===== config.mk =====
export PLATFORM = sky130hd
export DESIGN_NAME = logic_unit_pipe_flat
export DESIGN_NICKNAME = d
export VERILOG_FILES = /design/src/rtl/logic_unit_pipe_if.sv /design/src/rtl/logic_unit_pipe.sv /design/src/flat_wrapper.sv
export SDC_FILE = /design/constraint.sdc
export NUM_CORES = 1
export LEC_CHECK = 0
export ABC_AREA = 1
export ABC_CLOCK_PERIOD_IN_PS = 1800
export BUFFER_PORTS_ARGS = -buffer_cell sky130_fd_sc_hd__buf_2
export CAP_MARGIN = 5
export CORE_ASPECT_RATIO = 1.4
export CORE_MARGIN = 3
export CORE_UTILIZATION = 55
export CTS_BUF_LIST = sky130_fd_sc_hd__clkbuf_8
export CTS_CLUSTER_DIAMETER = 80
export DETAILED_ROUTE_END_ITERATION = 8
export GPL_TIMING_DRIVEN = 0
export PLACE_DENSITY = 0.91
export SLEW_MARGIN = 20
export SYNTH_ARGS = -nofsm -noshare
export SYNTH_HDL_FRONTEND = slang
export SYNTH_SLANG_ARGS = --single-unit

===== constraint.sdc =====
create_clock -name clk -period 1.8 [get_ports clk]
set_clock_uncertainty 0.1 [all_clocks]
set_input_delay 0.09 -clock clk [delete_from_list [all_inputs] [get_ports clk]]
set_output_delay 0.09 -clock clk [all_outputs]
set_load 0.02 [all_outputs]

===== src/rtl/logic_unit_pipe_if.sv =====
// logic_unit_pipe_if: operand/result handshake bundle for the pipelined logic unit.
// master = producer/consumer side (operand mux + writeback), slave = the unit itself.
interface logic_unit_pipe_if #(
  parameter int unsigned WIDTH = 4
);
  logic             in_valid;
  logic             in_ready;
  logic [2:0]       op;
  logic [WIDTH-1:0] in1;
  logic [WIDTH-1:0] in2;
  logic             out_valid;
  logic             out_ready;
  logic [WIDTH-1:0] out;
  logic             z;
  logic             n;
  logic             cf;
  logic             p;

  modport master (
    output in_valid, op, in1, in2, out_ready,
    input  in_ready, out_valid, out, z, n, cf, p
  );

  modport slave (
    input  in_valid, op, in1, in2, out_ready,
    output in_ready, out_valid, out, z, n, cf, p
  );
endinterface


===== src/rtl/logic_unit_pipe.sv =====
// logic_unit_pipe: two-stage pipelined WIDTH-bit logic unit with valid/ready handshake.
// S1 captures operands, S2 holds result and flags. Optional parity flag is enabled by
// defining LOGIC_UNIT_PARITY_EN; otherwise P is tied low and no parity logic exists.
module logic_unit_pipe #(
  parameter int unsigned WIDTH = 4
) (
  input  logic              clk,
  input  logic              rst_n,
  logic_unit_pipe_if.slave  bus
);

  localparam int unsigned OP_W = 3;

  localparam logic [OP_W-1:0] OP_NOT  = 3'b000;
  localparam logic [OP_W-1:0] OP_AND  = 3'b001;
  localparam logic [OP_W-1:0] OP_OR   = 3'b010;
  localparam logic [OP_W-1:0] OP_XOR  = 3'b011;
  localparam logic [OP_W-1:0] OP_NAND = 3'b100;
  localparam logic [OP_W-1:0] OP_NOR  = 3'b101;
  localparam logic [OP_W-1:0] OP_XNOR = 3'b110;

  logic             s1_valid_q;
  logic [OP_W-1:0]  s1_op_q;
  logic [WIDTH-1:0] s1_a_q;
  logic [WIDTH-1:0] s1_b_q;

  logic             s2_valid_q;
  logic [WIDTH-1:0] s2_res_q;
  logic             s2_z_q;
  logic             s2_n_q;

  logic [WIDTH-1:0] res_d;
  logic             z_d;
  logic             n_d;
  logic             s2_load_c;
  logic             s1_load_c;
  logic             in_fire_c;

  // S2 takes S1 when S1 holds a beat and S2 is empty or draining; S1 reloads when empty or advancing
  assign s2_load_c = s1_valid_q && (!s2_valid_q || bus.out_ready);
  assign s1_load_c = !s1_valid_q || s2_load_c;
  assign in_fire_c = bus.in_valid && s1_load_c;

  // Bitwise operation on the S1 operands and the flags derived from it
  always_comb begin
    res_d = s1_a_q;
    unique case (s1_op_q)
      OP_NOT:  res_d = ~s1_a_q;
      OP_AND:  res_d = s1_a_q & s1_b_q;
      OP_OR:   res_d = s1_a_q | s1_b_q;
      OP_XOR:  res_d = s1_a_q ^ s1_b_q;
      OP_NAND: res_d = ~(s1_a_q & s1_b_q);
      OP_NOR:  res_d = ~(s1_a_q | s1_b_q);
      OP_XNOR: res_d = ~(s1_a_q ^ s1_b_q);
      default: res_d = s1_a_q;
    endcase
    z_d = (res_d == '0);
    n_d = res_d[WIDTH-1];
  end

  // Stage 1: operand capture; valid clears when the beat moves on with nothing behind it
  always_ff @(posedge clk or negedge rst_n) begin
    if (!rst_n) begin
      s1_valid_q <= 1'b0;
      s1_op_q    <= '0;
      s1_a_q     <= '0;
      s1_b_q     <= '0;
    end else begin
      if (s1_load_c) begin
        s1_valid_q <= bus.in_valid;
      end
      if (in_fire_c) begin
        s1_op_q <= bus.op;
        s1_a_q  <= bus.in1;
        s1_b_q  <= bus.in2;
      end
    end
  end

  // Stage 2: result and flag registers, held stable while the output is stalled
  always_ff @(posedge clk or negedge rst_n) begin
    if (!rst_n) begin
      s2_valid_q <= 1'b0;
      s2_res_q   <= '0;
      s2_z_q     <= 1'b1;
      s2_n_q     <= 1'b0;
    end else if (s2_load_c) begin
      s2_valid_q <= 1'b1;
      s2_res_q   <= res_d;
      s2_z_q     <= z_d;
      s2_n_q     <= n_d;
    end else if (bus.out_ready) begin
      s2_valid_q <= 1'b0;
    end
  end

`ifdef LOGIC_UNIT_PARITY_EN
  logic s2_p_q;

  // Parity flag: 1 when the result holds an odd number of ones
  always_ff @(posedge clk or negedge rst_n) begin
    if (!rst_n) begin
      s2_p_q <= 1'b0;
    end else if (s2_load_c) begin
      s2_p_q <= ^res_d;
    end
  end

  assign bus.p = s2_p_q;
`else
  assign bus.p = 1'b0;
`endif

  assign bus.in_ready  = s1_load_c;
  assign bus.out_valid = s2_valid_q;
  assign bus.out       = s2_res_q;
  assign bus.z         = s2_z_q;
  assign bus.n         = s2_n_q;
  assign bus.cf        = 1'b0;

endmodule


===== src/flat_wrapper.sv =====
// flat-port wrapper written by rule: the top's interface ports become plain ports
module logic_unit_pipe_flat 
#(
  parameter int unsigned WIDTH = 4
)
  (clk, rst_n, bus_in_valid, bus_op, bus_in1, bus_in2, bus_out_ready, bus_in_ready, bus_out_valid, bus_out, bus_z, bus_n, bus_cf, bus_p);
  logic_unit_pipe_if #(.WIDTH(WIDTH)) bus_i ();
  input  logic clk;
  input  logic rst_n;
  input wire logic [$bits(bus_i.in_valid)-1:0] bus_in_valid;
  input wire logic [$bits(bus_i.op)-1:0] bus_op;
  input wire logic [$bits(bus_i.in1)-1:0] bus_in1;
  input wire logic [$bits(bus_i.in2)-1:0] bus_in2;
  input wire logic [$bits(bus_i.out_ready)-1:0] bus_out_ready;
  output wire logic [$bits(bus_i.in_ready)-1:0] bus_in_ready;
  output wire logic [$bits(bus_i.out_valid)-1:0] bus_out_valid;
  output wire logic [$bits(bus_i.out)-1:0] bus_out;
  output wire logic [$bits(bus_i.z)-1:0] bus_z;
  output wire logic [$bits(bus_i.n)-1:0] bus_n;
  output wire logic [$bits(bus_i.cf)-1:0] bus_cf;
  output wire logic [$bits(bus_i.p)-1:0] bus_p;
  assign bus_i.in_valid = bus_in_valid;
  assign bus_i.op = bus_op;
  assign bus_i.in1 = bus_in1;
  assign bus_i.in2 = bus_in2;
  assign bus_i.out_ready = bus_out_ready;
  assign bus_in_ready = bus_i.in_ready;
  assign bus_out_valid = bus_i.out_valid;
  assign bus_out = bus_i.out;
  assign bus_z = bus_i.z;
  assign bus_n = bus_i.n;
  assign bus_cf = bus_i.cf;
  assign bus_p = bus_i.p;
  logic_unit_pipe #(.WIDTH(WIDTH)) u_core (.clk(clk), .rst_n(rst_n), .bus(bus_i));
endmodule

# After elaboration in Yosys (flattened, before gate mapping)
# Cells that the tools add are included.
dict set report totals {
  reg_bits 19
  output_inout_bits 10
}
dict set report op_classes {
  n_eq_ne 6
  n_reduce_logical 9
  n_bitwise 7
  muxes 3
}
# cell n
set ops {}
lappend ops {{$pmux 4 s7} 1}
lappend ops {{$not 4->4} 4}
lappend ops {{$eq 3x3->1 const B} 3}
lappend ops {{$eq 3x2->1 const B} 2}
lappend ops {{$and 4x4->4} 1}
lappend ops {{$logic_not 4->1} 1}
lappend ops {{$or 4x4->4} 1}
lappend ops {{$xor 4x4->4} 1}
lappend ops {{$eq 3x1->1 const B} 1}
lappend ops {{$logic_not 3->1} 1}
lappend ops {{$logic_and 1x1->1} 2}
lappend ops {{$logic_not 1->1} 2}
lappend ops {{$logic_or 1x1->1} 2}
lappend ops {{$mux 1} 2}
lappend ops {{$reduce_bool 2->1} 1}

# Depth between registers and ports, before layout
dict set report depth {
  ltp_word 5
  depth_mapped 10
  depth_no_buf 10
}

# Least setup slack after synthesis
# OpenSTA, ideal clock, no wires.
dict set report synth_timing {
  path_type {register to register}
  startpoint {register u_core.s2_valid_q (netlist: u_core.bus.out_valid)}
  endpoint {register u_core.s1_a_q[0]}
  stages_incl_launch_ff 5
  setup_slack_ns 0.277
  synth_period_minus_slack_ns 1.523
  required_time_ns 1.567
  t_arrival_ns 1.291
  cell_sequence {dfrtp_1 -> nand3_1 -> nand2_1 -> buf_1 -> a21oi_1}
}
dict set report synth_via {
  elab_chain_len 5
}
# element line
set synth_rtl {}
lappend synth_rtl {{start: declaration} logic_unit_pipe.sv:27} ;# logic s2_valid_q;
lappend synth_rtl {{start signal: assignment} logic_unit_pipe.sv:83} ;# s2_valid_q <= 1'b0;
lappend synth_rtl {{start signal: assignment} logic_unit_pipe.sv:88} ;# s2_valid_q <= 1'b1;
lappend synth_rtl {{start signal: assignment} logic_unit_pipe.sv:93} ;# s2_valid_q <= 1'b0;
lappend synth_rtl {{$logic_not 1->1} logic_unit_pipe.sv:40} ;# assign s2_load_c = s1_valid_q && (!s2_valid_q || bus.out_ready);
lappend synth_rtl {{$logic_or 1x1->1} logic_unit_pipe.sv:40}
lappend synth_rtl {{$logic_and 1x1->1} logic_unit_pipe.sv:40}
lappend synth_rtl {{$logic_or 1x1->1} logic_unit_pipe.sv:41} ;# assign s1_load_c = !s1_valid_q || s2_load_c;
lappend synth_rtl {{via bus_in_ready} flat_wrapper.sv:15} ;# output wire logic [$bits(bus_i.in_ready)-1:0] bus_in_ready;
lappend synth_rtl {{$logic_and 1x1->1} logic_unit_pipe.sv:42} ;# assign in_fire_c = bus.in_valid && s1_load_c;
lappend synth_rtl {{end signal: assignment} logic_unit_pipe.sv:74} ;# s1_a_q <= bus.in1;
lappend synth_rtl {{end: declaration} logic_unit_pipe.sv:24} ;# logic [WIDTH-1:0] s1_a_q;
# The timed path passes the listed nets, and every way through them passes these cells.
# A chain may end at the register's enable or synchronous reset.

# Final worst setup path
dict set report layout_timing {
  startpoint {register u_core.s1_op_q[1]}
  endpoint {register u_core.s2_z_q (netlist: u_core.bus.z)}
}
dict set report layout_via {
  elab_chain_len 3
  word_cells_on_any_way 9
  cone_classes {eq/ne: 6; mux: 1; reduce/logical: 2}
}
# element line
set layout_rtl {}
lappend layout_rtl {{start: declaration} logic_unit_pipe.sv:23} ;# logic [OP_W-1:0] s1_op_q;
lappend layout_rtl {{start signal: assignment} logic_unit_pipe.sv:73} ;# s1_op_q <= bus.op;
lappend layout_rtl {{$eq 3x3->1 (tied with other cells)} logic_unit_pipe.sv:47} ;# unique case (s1_op_q)
lappend layout_rtl {{$pmux 4 s7 *} logic_unit_pipe.sv:47}
lappend layout_rtl {{$logic_not 4->1 *} logic_unit_pipe.sv:57} ;# z_d = (res_d == '0);
lappend layout_rtl {{end signal: assignment} logic_unit_pipe.sv:90} ;# s2_z_q <= z_d;
lappend layout_rtl {{end: declaration} logic_unit_pipe.sv:29} ;# logic s2_z_q;
# Every way passes the cells marked *; elsewhere a longest branch is shown, timed or not.

==> run_results.csv <==
group,metric,value,unit
place,hpwl,2.00,mm
global_route,grt_usage,24.2,%
final_layout,drive_above_1_share,20.0,%
drt,viasPerCell,5.58,
final_layout,nets,219,
run_status,outcome,"finished, violations left",
timing,fmax,630,MHz
clock_network,clock_latency,260,ps
worst_setup_path,critical_path_class,"flip-flop to flip-flop",
synthesis,ys_dominant_reg_cell,"dfrtp_1",
power,ir_drop,0.777,mV
synthesis,synthCells,159,
timing,setup_viol,0,
timing,rsz0062_at_grt,"no",
timing,fin_crit_sh,88.2,%
timing,fin_tns_setup,0,ps
synthesis,synth_top_family_by_area,"simple AND/OR/NAND/NOR gates",
synthesis,yosys.area.top_type_share,36.9,%
power,power.density,1020,nW/um2
synthesis,async_reset_ff_share,100,%
synthesis,synth.most_common_cell,"nand2_1",
synthesis,syn_area,1150,um2
synthesis,yosys.area_share.simple,34.5,%
synthesis,avgSynthCellArea,7.26,um2
timing,slew_viol_final,0,
final_layout,finalInstanceArea,1430,um2
place,place_area,1290,um2
floorplan,die_y,60.2,um
floorplan,rows,19,
worst_setup_path,worstPathArrival,1680,ps
clock_network,cts.sinks,18,
drt,antenna_left,0,
synthesis,synth_edf_count,0,
floorplan,die_x,44.7,um
power,leakagePower,0.793,nW
timing,period_minus_slack,1590,ps
synthesis,ys_top_cells_by_area,"dfrtp_1 37%, nand2_1 11%, ha_1 8.7%, nor2_1 8.1%, nand4_1 7.0%",
global_route,grt_start_max_net_pins,19,
worst_setup_path,start_kind,"flip-flop",
final_layout,area.growth.synth_to_final,23.9,%
synthesis,synthDistinctLibCells,19,
floorplan,initial_core_util,58.5,%
synthesis,ys_seq_elements,18,
clock_network,cts.htree.levels,1,
global_route,antenna_found_initial,0,
drt,routed_wl,2.82,mm
clock_network,cts_root_buffer,"clkbuf_8",
timing,fin_hold_ws,-0.0545,ps
drt,drtIter0Drc,68,
place,gp_congestion,0.871,
final_layout,multi_input_area,581,um2
global_route,overflow,0,
clock_network,cts_buffer_depth,2,
final_layout,n_antenna_cell,0,
synthesis,synth_xor_xnor_area_share,0,%
worst_setup_path,worst-path-max-fanout,10,
run_status,violations,"negative hold slack",
synthesis,synth.largest_area_cell,"dfrtp_1",
synthesis,yosys.area_share.adder,8.68,%
worst_hold_path,hp-class,"input pin to flip-flop",
final_layout,fillers,161,
floorplan,core_area,1970,um2
timing,final-hold-violation-count,1,
job,drv_cap,0,
clock_network,cts-buffers-inserted,3,
synthesis,synth_commonest_cells,"34 x nand2_1, 25 x nor2_1, 17 x dfrtp_1",
synthesis,synth_warnings,0,
drt,drt_first_pass_iters,4,
floorplan,pin_count,25,
clock_network,tritoncts,"done",
floorplan,fp.dieArea,2690,um2
worst_setup_path,worstSetupEndpointType,"flip-flop",
drt,vias,1206,
global_route,grt_pass1_wl,4.82,mm
final_layout,regArea,452,um2
place,portBuffers,22,
drt,drc,0,
synthesis,seq_area_frac_synth,39.2,%
worst_setup_path,required,1890,ps
synthesis,synth_compound_area_share,6.51,%
clock_network,path_clk_slew,70,ps
synthesis,synth.area.mux_share,0,%
global_route,grt_pass1_vias,1182,
drt,wire_per_inst,13.1,um
-- cell families after synthesis --
group	Yosys count
buf+inv	28
simple gates	89
other cells	1
flops	18
compound gates	15
fa+ha+maj	8
-- worst max-delay path, stage by stage, from the launching register on --
cell and delay, ps:
dfrtp_1 350, buf_2 170, nor2_2 330, nand3b_1 130, nand2_1 90, nor2_1 50, nand3_1 130, nor2_1 60
nand2_1 50, nand2_1 40
-- cell usage in the layout, fill, tap and decap left out --
cell type      count
buf_2             26
conb_1             2
nand2_1           34
o21ai_1            1
dfrtp_1           17
nand3_1           11
buf_1              1
inv_1             17
nand3b_1           3
o21ai_0            2
dfstp_2            1
nor3_1             1
buf_4              4
nor2_2             2
dlygate4sd3_1      9
inv_2              3
clkbuf_8           3
nand4_1           13
nor2_1            25
a21oi_1           12
ha_1               8
-- timing repair --
| item | 4_1_cts | 5_1_grt |
|---|---|---|
| hold buffers | 9 | 0 |
| endpoints found under the hold margin | 26 | 0 |
| buffers inserted | 0 | 0 |
| endpoints found under the setup margin | 0 | 0 |
| gates resized for setup | 0 | 0 |
-- routing by layer --
metal / global-route usage [%] / routed length (um)
met3: 4.82 / 209
met2: 41.5 / 1480
met4: 13.8 / 99
met5: 0 / 0
met1: 27.2 / 1030
-- registers in the layout, indices dropped and copies added, names as in the netlist --
signal,flops
u_core.bus.out,4
u_core.bus.out_valid,1
u_core.s1_op_q,3
u_core.s1_b_q,4
u_core.s1_a_q,4
u_core.bus.z,1
u_core.s1_valid_q,1
-- area by class of cell --
type / instances / area share (%)
repair buffers: 31 / 14.0
clock buffers: 3 / 2.89
plain buffers: 9 / 3.77
inverters: 19 / 4.99
clock inverters: 1 / 0.263
well taps: 21 / 1.84
multi-input cells: 114 / 40.6
flip-flops and latches: 18 / 31.6
-- worst paths after layout --
kind                                    from           endpoint  slack, ps  cells past startpoint
min reg2reg                     u_core.bus.z       u_core.bus.z        370                      2
max                        u_core.s1_op_q[1]       u_core.bus.z        210                      9
min                               bus_in2[2]   u_core.s1_b_q[2]      -0.05                      3
max in group asynchronous              rst_n       u_core.bus.z       1070                      2
max reg2reg                u_core.s1_op_q[1]       u_core.bus.z        210                      9
min in group asynchronous              rst_n  u_core.s1_op_q[1]        200                      2
-- power by group --
part	switching [mW]	leakage, nW	internal [mW]
Clock	0.132	0.0269	0.152
Combinational	0.390	0.562	0.219
Sequential	0.0616	0.204	0.504
-- stage by stage --
step | hold WS, ps | utilization, % | power, mW | worst slack, ps | cells
finish | -0.0545 | 72.4 | 1.46 | 213 | 216
floorplan | -306 | - | 0.977 | 277 | 160
global route | 4.89 | 72.4 | 1.56 | 86.8 | 216
CTS | 6.36 | 72.4 | 1.46 | 233 | 216
global placement | -68.5 | 65.6 | 1.12 | 302 | 203
detailed placement | -59.7 | 65.6 | 1.16 | 280 | 203
(Power assumes the default switching activity.)
